### src/rtl/vga_timing_pkg.sv
// Shared timing constants for the 640x480 @ 60 Hz raster generator.
// Holds the default porch/sync/active values, the derived totals, the sync
// window bounds and a small window-decode helper used by the top level.
package vga_timing_pkg;

  // Counter and output widths
  localparam int unsigned CNT_W  = 10;
  localparam int unsigned Y_W    = 9;
  localparam int unsigned FCTR_W = 10;

  // Default horizontal timing (pixels)
  localparam int unsigned DEF_H_ACTIVE = 640;
  localparam int unsigned DEF_H_FP     = 16;
  localparam int unsigned DEF_H_SYNC   = 96;
  localparam int unsigned DEF_H_BP     = 48;

  // Default vertical timing (lines)
  localparam int unsigned DEF_V_ACTIVE = 480;
  localparam int unsigned DEF_V_FP     = 10;
  localparam int unsigned DEF_V_SYNC   = 2;
  localparam int unsigned DEF_V_BP     = 33;

  // Derived totals for the default mode
  localparam int unsigned H_TOTAL = DEF_H_ACTIVE + DEF_H_FP + DEF_H_SYNC + DEF_H_BP;
  localparam int unsigned V_TOTAL = DEF_V_ACTIVE + DEF_V_FP + DEF_V_SYNC + DEF_V_BP;

  // Sync windows for the default mode, [START, END)
  localparam int unsigned H_SYNC_START = DEF_H_ACTIVE + DEF_H_FP;
  localparam int unsigned H_SYNC_END   = H_SYNC_START + DEF_H_SYNC;
  localparam int unsigned V_SYNC_START = DEF_V_ACTIVE + DEF_V_FP;
  localparam int unsigned V_SYNC_END   = V_SYNC_START + DEF_V_SYNC;

  // True when cnt lies in the half-open window [lo, hi)
  function automatic logic in_window(input logic [CNT_W-1:0] cnt,
                                     input int unsigned      lo,
                                     input int unsigned      hi);
    return (cnt >= CNT_W'(lo)) && (cnt < CNT_W'(hi));
  endfunction

endpackage

### src/rtl/vga_timing_gen_wrap_counter.sv
// wrap_counter: up-counter with enable, synchronous active-low reset and a
// terminal value MAX after which it returns to zero.
// Ports:
//   clk, rst_n    clock, synchronous active-low reset
//   en_i          advance enable
//   cnt_o         current count (registered)
//   cnt_nxt_c_o   value the count takes at the next edge (ignores reset)
//   wrap_c_o      high when enabled and at MAX, i.e. wrapping this edge
module wrap_counter #(
  parameter int unsigned WIDTH = 10,
  parameter int unsigned MAX   = 799
) (
  input  logic             clk,
  input  logic             rst_n,
  input  logic             en_i,
  output logic [WIDTH-1:0] cnt_o,
  output logic [WIDTH-1:0] cnt_nxt_c_o,
  output logic             wrap_c_o
);

  logic [WIDTH-1:0] cnt_q;
  logic [WIDTH-1:0] cnt_d;
  logic             at_max_c;

  assign at_max_c = (cnt_q == WIDTH'(MAX));

  // Next count
  always_comb begin
    cnt_d = cnt_q;
    if (en_i) begin
      cnt_d = at_max_c ? '0 : cnt_q + WIDTH'(1);
    end
  end

  // Count register
  always_ff @(posedge clk) begin
    if (!rst_n) begin
      cnt_q <= '0;
    end else begin
      cnt_q <= cnt_d;
    end
  end

  assign cnt_o       = cnt_q;
  assign cnt_nxt_c_o = cnt_d;
  assign wrap_c_o    = en_i & at_max_c;

endmodule

### src/rtl/vga_timing_gen.sv
// vga_timing_gen: pixel-timing generator (default 640x480 @ 60 Hz).
// Produces raster coordinates, the active-area qualifier and active-low sync
// pulses. All qualifiers are registered from the next-state counter values so
// they change on the same edge as x/y (vsync is glitch-free).
// Optional build macro: VGA_TIMING_FRAME_CTR_EN builds the frame counter;
// without it frame_ctr is tied to zero. The port list is the same either way.
// Ports:
//   clk           pixel clock, or 2x pixel clock qualified by ce
//   rst_n         synchronous active-low reset (overrides ce)
//   ce            pixel advance enable
//   x             horizontal position 0..H_TOTAL-1
//   y             vertical position, low 9 bits (aliases above line 511)
//   frame_active  high inside the visible area
//   hsync, vsync  active-low sync pulses
//   frame_start   high for the ce-qualified cycle at (0,0)
//   frame_ctr     frames seen (counts vsync falling edges), or 0
module vga_timing_gen
  import vga_timing_pkg::*;
#(
  parameter int unsigned H_ACTIVE = DEF_H_ACTIVE,
  parameter int unsigned H_FP     = DEF_H_FP,
  parameter int unsigned H_SYNC   = DEF_H_SYNC,
  parameter int unsigned H_BP     = DEF_H_BP,
  parameter int unsigned V_ACTIVE = DEF_V_ACTIVE,
  parameter int unsigned V_FP     = DEF_V_FP,
  parameter int unsigned V_SYNC   = DEF_V_SYNC,
  parameter int unsigned V_BP     = DEF_V_BP
) (
  input  logic              clk,
  input  logic              rst_n,
  input  logic              ce,
  output logic [CNT_W-1:0]  x,
  output logic [Y_W-1:0]    y,
  output logic              frame_active,
  output logic              hsync,
  output logic              vsync,
  output logic              frame_start,
  output logic [FCTR_W-1:0] frame_ctr
);

  localparam int unsigned H_TOT    = H_ACTIVE + H_FP + H_SYNC + H_BP;
  localparam int unsigned V_TOT    = V_ACTIVE + V_FP + V_SYNC + V_BP;
  localparam int unsigned HS_START = H_ACTIVE + H_FP;
  localparam int unsigned HS_END   = HS_START + H_SYNC;
  localparam int unsigned VS_START = V_ACTIVE + V_FP;
  localparam int unsigned VS_END   = VS_START + V_SYNC;

  logic [CNT_W-1:0] h_cnt;
  logic [CNT_W-1:0] h_nxt;
  logic [CNT_W-1:0] v_cnt;
  logic [CNT_W-1:0] v_nxt;
  logic             h_wrap;
  logic             v_en;
  logic             v_wrap_unused;

  assign v_en = ce & h_wrap;

  // Horizontal position
  wrap_counter #(
    .WIDTH (CNT_W),
    .MAX   (H_TOT - 1)
  ) u_h_cnt (
    .clk         (clk),
    .rst_n       (rst_n),
    .en_i        (ce),
    .cnt_o       (h_cnt),
    .cnt_nxt_c_o (h_nxt),
    .wrap_c_o    (h_wrap)
  );

  // Vertical position, advances when the line wraps
  wrap_counter #(
    .WIDTH (CNT_W),
    .MAX   (V_TOT - 1)
  ) u_v_cnt (
    .clk         (clk),
    .rst_n       (rst_n),
    .en_i        (v_en),
    .cnt_o       (v_cnt),
    .cnt_nxt_c_o (v_nxt),
    .wrap_c_o    (v_wrap_unused)
  );

  logic hsync_q,  hsync_d;
  logic vsync_q,  vsync_d;
  logic active_q, active_d;
  logic origin_q, origin_d;

  // Qualifiers decoded from the next position so they line up with x/y
  always_comb begin
    hsync_d  = ~in_window(h_nxt, HS_START, HS_END);
    vsync_d  = ~in_window(v_nxt, VS_START, VS_END);
    active_d = (h_nxt < CNT_W'(H_ACTIVE)) && (v_nxt < CNT_W'(V_ACTIVE));
    origin_d = (h_nxt == '0) && (v_nxt == '0);
  end

  // Reset values match the decode of position (0,0)
  always_ff @(posedge clk) begin
    if (!rst_n) begin
      hsync_q  <= 1'b1;
      vsync_q  <= 1'b1;
      active_q <= 1'b1;
      origin_q <= 1'b1;
    end else begin
      hsync_q  <= hsync_d;
      vsync_q  <= vsync_d;
      active_q <= active_d;
      origin_q <= origin_d;
    end
  end

  assign x            = h_cnt;
  assign y            = v_cnt[Y_W-1:0];
  assign hsync        = hsync_q;
  assign vsync        = vsync_q;
  assign frame_active = active_q;
  // Qualified by ce so a held (0,0) on a 2x clock reports only one start
  assign frame_start  = origin_q & ce & rst_n;

  logic [CNT_W-Y_W-1:0] unused_v_msb;
  assign unused_v_msb = v_cnt[CNT_W-1:Y_W];

`ifdef VGA_TIMING_FRAME_CTR_EN
  logic [FCTR_W-1:0] fctr_q;
  logic [FCTR_W-1:0] fctr_d;

  // Count on the edge that enters the first vsync line
  always_comb begin
    fctr_d = fctr_q;
    if (v_en && (v_cnt == CNT_W'(VS_START - 1))) begin
      fctr_d = fctr_q + FCTR_W'(1);
    end
  end

  always_ff @(posedge clk) begin
    if (!rst_n) begin
      fctr_q <= '0;
    end else begin
      fctr_q <= fctr_d;
    end
  end

  assign frame_ctr = fctr_q;
`else
  assign frame_ctr = '0;
`endif

endmodule

### config.mk
export PLATFORM = sky130hd
export DESIGN_NAME = vga_timing_gen
export DESIGN_NICKNAME = d
export VERILOG_FILES = /design/src/rtl/vga_timing_pkg.sv /design/src/rtl/vga_timing_gen_wrap_counter.sv /design/src/rtl/vga_timing_gen.sv
export SDC_FILE = /design/constraint.sdc
export NUM_CORES = 1
export LEC_CHECK = 0
export BUFFER_PORTS_ARGS = -buffer_cell sky130_fd_sc_hd__buf_2
export CAP_MARGIN = 10
export CORE_ASPECT_RATIO = 1.75
export CORE_MARGIN = 2
export CORE_UTILIZATION = 48
export CTS_BUF_LIST = sky130_fd_sc_hd__clkbuf_4
export DETAILED_ROUTE_END_ITERATION = 12
export PLACE_DENSITY = 0.73
export SLEW_MARGIN = 20
export SYNTH_ARGS = -nofsm -noshare
export SYNTH_HDL_FRONTEND = slang
export SYNTH_HIERARCHICAL = 1
export SYNTH_SLANG_ARGS = --single-unit
### constraint.sdc
create_clock -name clk -period 3.9 [get_ports clk]
set_input_delay 0.195 -clock clk [delete_from_list [all_inputs] [get_ports clk]]
set_output_delay 0.195 -clock clk [all_outputs]
set_load 0.02 [all_outputs]
# [Word-level counts from Yosys, hierarchy flattened]
# Index checks and enable logic that the tools add are counted.
[totals] reg_bits=24 in_bits=3
[op_classes] addsub=2 magnitude_cmp=6 eq_ne=2 mux=4 bitwise_logic=6 n_reduce_logical=6
[op_table] operator="$mux 10" count=4
[op_table] operator="$add 10x1->10 const B" count=2
[op_table] operator="$eq 10x10->1 const B" count=2
[op_table] operator="$logic_not 10->1" count=2
[op_table] operator="$lt 10x10->1 const B" count=2
[op_table] operator="$lt 10x9->1 const B" count=2
[op_table] operator="$ge 10x10->1 const B" count=1
[op_table] operator="$ge 10x9->1 const B" count=1
[op_table] operator="$and 1x1->1" count=4
[op_table] operator="$logic_and 1x1->1" count=4
[op_table] operator="$not 1->1" count=2

# [Logic depth before layout (Yosys ltp)]
[logic_depth] word_depth=7 depth_mapped=12

# [Hierarchy]
# The synthesis kept the hierarchy.
[modules_own_cells] mod="wrap_counter (u_h_cnt)" instances=1 cells_per_inst=63 area_each_um2=573.0 seq_area_each_um2=200.2
[modules_own_cells] mod="wrap_counter (u_v_cnt)" instances=1 cells_per_inst=63 area_each_um2=548.0 seq_area_each_um2=200.2
[modules_own_cells] mod="vga_timing_gen" instances=1 cells_per_inst=36 area_each_um2=289.0 seq_area_each_um2=80.1

# [Least setup slack after synthesis]
# OpenSTA, ideal clock, no wires.
[synth_timing] kind="reg-to-reg" startpoint="register u_h_cnt.cnt_q[0] (netlist: u_h_cnt/cnt_o[0])" endpoint="register origin_q" setup_ns=0.069 t_arrival_ns=2.563 required_time_ns=3.831 slack_ns=1.268 path_stages_with_launch=13 n_path_buf=1 path_cell_list="dfxtp_1 ha_1 nand4_2 nor3_4 and2_1 buf_2 nand3_1 nor4_2 xnor2_1 nor2_1 nor4_1 nand3_1 o21ai_1"
[synth_between] elab_chain_cells=6 elab_cells_between_ends=10 classes_between="add/sub: 1; eq/ne: 1; mux: 3; bitwise: 2; reduce/logical: 3"
[synth_lines] element="start, declared" line="vga_timing_gen_wrap_counter.sv:21" source="logic [WIDTH-1:0] cnt_q;"
[synth_lines] element="start signal, assigned" line="vga_timing_gen_wrap_counter.sv:40" source="cnt_q <= cnt_d;"
[synth_lines] element="$eq 10x10->1" line="vga_timing_gen_wrap_counter.sv:25" source="assign at_max_c = (cnt_q == WIDTH'(MAX));"
[synth_lines] element="$and 1x1->1" line="vga_timing_gen_wrap_counter.sv:46" source="assign wrap_c_o = en_i & at_max_c;"
[synth_lines] element="net h_wrap" line="vga_timing_gen.sv:52" source="logic h_wrap;"
[synth_lines] element="$and 1x1->1" line="vga_timing_gen.sv:56" source="assign v_en = ce & h_wrap;"
[synth_lines] element="net v_en" line="vga_timing_gen.sv:53" source="logic v_en;"
[synth_lines] element="$mux 10" line="vga_timing_gen_wrap_counter.sv:30" source="if (en_i) begin"
[synth_lines] element="net v_nxt[9]" line="vga_timing_gen.sv:51" source="logic [CNT_W-1:0] v_nxt;"
[synth_lines] element="$logic_not 10->1" line="vga_timing_gen.sv:94" source="origin_d = (h_nxt == '0) && (v_nxt == '0);"
[synth_lines] element="$logic_and 1x1->1" line="vga_timing_gen.sv:94"
[synth_lines] element="end signal, assigned" line="vga_timing_gen.sv:108" source="origin_q <= origin_d;"
[synth_lines] element="end, declared" line="vga_timing_gen.sv:87" source="logic origin_q, origin_d;"
# The timed path passes the listed nets, and every way through them passes these cells.
# A chain may end at the register's enable or synchronous reset.

# [Worst setup path in the final report]
# Ends and elaborated chain as after synthesis.

==> metrics <==
status=finished, final reports clean; CP max-delay cell=dfxtp_1; crit path launch type=flop; Vert. Die Dim=75.7 um; post-synth top area cell=dfxtp_1; Initial DRT Pass Iterations=4; CP max FO=8; # diodes=0; initial antenna violation count=0; final net count=195; cell area after synthesis=1410 sq um; Max clock buf depth=2; clk_lat worst skew=0.32 ns; FF-to-FF setup slack=1.11 ns; cell family with most CP delay=simple AND/OR/NAND/NOR gates; clock sinks=24; Worst Reg-to-Reg Cells=11; maximum vdd drop=0.000150 V; setup TNS=0 ns; largest net degree at the start of global routing=16; Hold Startpoint=rst_n; max_cap viols=0; Worst setup EP type=flop; share of cells above drive strength 1=23.4%; All-Layer GR Usage=21.3%; Critical Path, Cell by Cell=ha_1 > nand4_2 > nor3_4 > and2_1 > nand3_1 > nor4_2 > xnor2_1 > nor2_1 > nor4_1 > nand3_1 > o21ai_1; FP Rows=26; DR WL/cell=15.8 um; Final Hold Viols=0; Remaining Overflow, GRT=0; final non-filler cell total=216; sequential element share of the synthesized area=34.1%; worst r2r src=u_h_cnt/cnt_o[0]; DRC Markers=0; top post-synthesis cells by area=dfxtp_1 (34%), buf_4 (5.9%), nor2_1 (4.8%); Initial Utilization=49.3%; Synth Instances=162; Detail Route Antenna Nets=0; first-pass GRT wire length=5.38 mm; total chip power=476 uW; CP max stage delay=0.48 ns; clk_skew=0.0128 ns; die area=3400 sq um; Pwr per Cell Area=303 nW/um^2; DR iter-0 viols=44; post-synth top area share=34.1%; Top-Level Pins=36; CTS Buf Count=3; H-tree depth=1; Setup Viol. Count Final=0; CP bufs+invs=0; TritonCTS clock tree=done; Cells after DPL=212; syn_area_per_cell=8.70 sq um; DR vias=1,264; Vias/cell=5.85; post_cts resized=0; Root Buffer=clkbuf_4; RSZ-0062 raised after global routing=no; Die W=45.0 um; YS warnings=6; vias in the first global route=1,199; metal1 wirelength=1.31 mm; leak pwr=0.000703 uW; worst hold path class=input port to flop; synth unique cells=42; R2R Path End=origin_q; Detail Placement HPWL=2.63 mm; I/O Buffers=25; Final period util=71.6%; filler instances=278; final worst path period need=2.79 ns; most used cell, CP=nand3_1; WHS Path Cells=2; CP Class=flop to flop; Hold Path Sink=frame_active; Core ar.=2860 sq um; RD Place Congestion=0.932; Synth Register Bits=24; area delta synth->final=11.3%; worst path required time=4.18 ns; wirelength, routed=3.41 mm; met3 wire length=103 um; clock edge transition at the registers on the reported setup and hold paths=0.15 ns; fin. max-slew vios=0; met2 WL post-DR=1.91 mm; Post-CTS Setup Bufs=0; FMAX=358 MHz; DR top layer=met4; Stages on worst setup path=11; cts-stage hold buffer count=0; worst path arrival time=3.07 ns
per-layer routing:
metal / track usage, % / vias up
met5: 0 / -
met1: 22.3 / 614
met4: 9.48 / 0
met2: 40.3 / 32
li1: - / 608
met3: 3.08 / 10
cell usage in the layout (no fill, tap or decap), drive strengths merged, types with 2 or more instances in the layout:
master  netlist  layout
xor2          6       6
dfxtp        24      24
and2          8       8
a21oi         6       6
buf          12      25
conb          1      10
o21ai         5       5
nand3        10      10
or3           3       3
inv           6       6
nor4          6       6
nand4         8       8
ha            3       3
or4           2       2
o31ai         4       4
clkbuf        0       3
nor3          3       3
nor2         18      18
xnor2         6       6
nand2        15      15
and3          2       2
final cells by class:
class | count | area [sq um] | share of cell area, %
timing repair buffer | 25 | 125 | 7.97
clock inverter | 1 | 30.0 | 1.91
tap | 28 | 35.0 | 2.23
inverter | 6 | 22.5 | 1.44
multi-input combinational | 129 | 853 | 54.4
clock buffer | 3 | 22.5 | 1.44
sequential | 24 | 480 | 30.6
worst max-delay path by stage:
stage                      from  endpoint  slack (ns)
2_1_floorplan  u_h_cnt/cnt_o[0]  origin_q        1.27
3_3_place_gp   u_h_cnt/cnt_o[0]  origin_q        1.19
3_5_place_dp   u_h_cnt/cnt_o[0]  origin_q        1.13
4_1_cts        u_h_cnt/cnt_o[0]  origin_q        1.10
5_1_grt        u_h_cnt/cnt_o[0]  origin_q        0.83
6_report       u_h_cnt/cnt_o[0]  origin_q        1.11
sequential cells by signal, indices dropped and copies added, names as in the netlist:
| signal | cells |
|---|---|
| vsync | 1 |
| u_h_cnt/cnt_o | 10 |
| origin_q | 1 |
| u_v_cnt/cnt_o | 10 |
| hsync | 1 |
| frame_active | 1 |
cells in the mapped netlist:
cell type / count
dfxtp_1: 24
nor2_1: 18
nand2_1: 15
buf_4: 11
nand3_1: 9
and2_1: 8
inv_1: 6
nand4_1: 6
xnor2_1: 6
xor2_1: 6
a21oi_1: 5
nor4_1: 4
ha_1: 3
o21ai_1: 3
o31ai_1: 3
or3_1: 3
and3_1: 2
nand4_2: 2
nor3_1: 2
nor4_2: 2
o21ai_0: 2
or4_4: 2
a21oi_2: 1
a311oi_1: 1
a31oi_1: 1
and3b_1: 1
and4b_2: 1
and4bb_4: 1
buf_2: 1
conb_1: 1
mux2i_1: 1
nand2b_4: 1
nand3_4: 1
nor2b_1: 1
nor3_4: 1
nor3b_1: 1
nor4b_2: 1
o21a_1: 1
o21ba_1: 1
o22ai_1: 1
o31ai_4: 1
or4b_4: 1
where the power goes:
part	internal (uW)	total [uW]	switching [uW]	leakage [uW]
clock network	104	184	80.3	0.0000279
registers	249	254	5.25	0.000194
logic	10.5	37.4	26.9	0.000481
cells by family (layout without fill, tap and decap cells):
kind of cell / Yosys count / after routing / synth area share, %
AOI/OAI and AO/OA: 20 / 20 / 10.0
xor gates and xnor gates: 12 / 12 / 7.45
adders and majority gates: 3 / 3 / 2.66
buffers and inverters: 18 / 35 / 7.81
DFF: 24 / 24 / 34.1
muxes: 1 / 1 / 0.710
other: 1 / 10 / 0.266
and+or+nand+nor: 83 / 83 / 37.0
metrics by stage:
step | utilization, % | hold WS (ns) | setup WS (ns) | cell area, sq um
2_1_floorplan | - | 0.266 | 1.27 | 1440
3_3_place_gp | 53.0 | 0.520 | 1.19 | 1520
3_5_place_dp | 53.0 | 0.531 | 1.13 | 1520
4_1_cts | 54.8 | 0.206 | 1.10 | 1570
5_1_grt | 54.8 | 0.216 | 0.833 | 1570
6_report | 54.8 | 0.207 | 1.11 | 1570
Power figures use the tool's default switching activity.
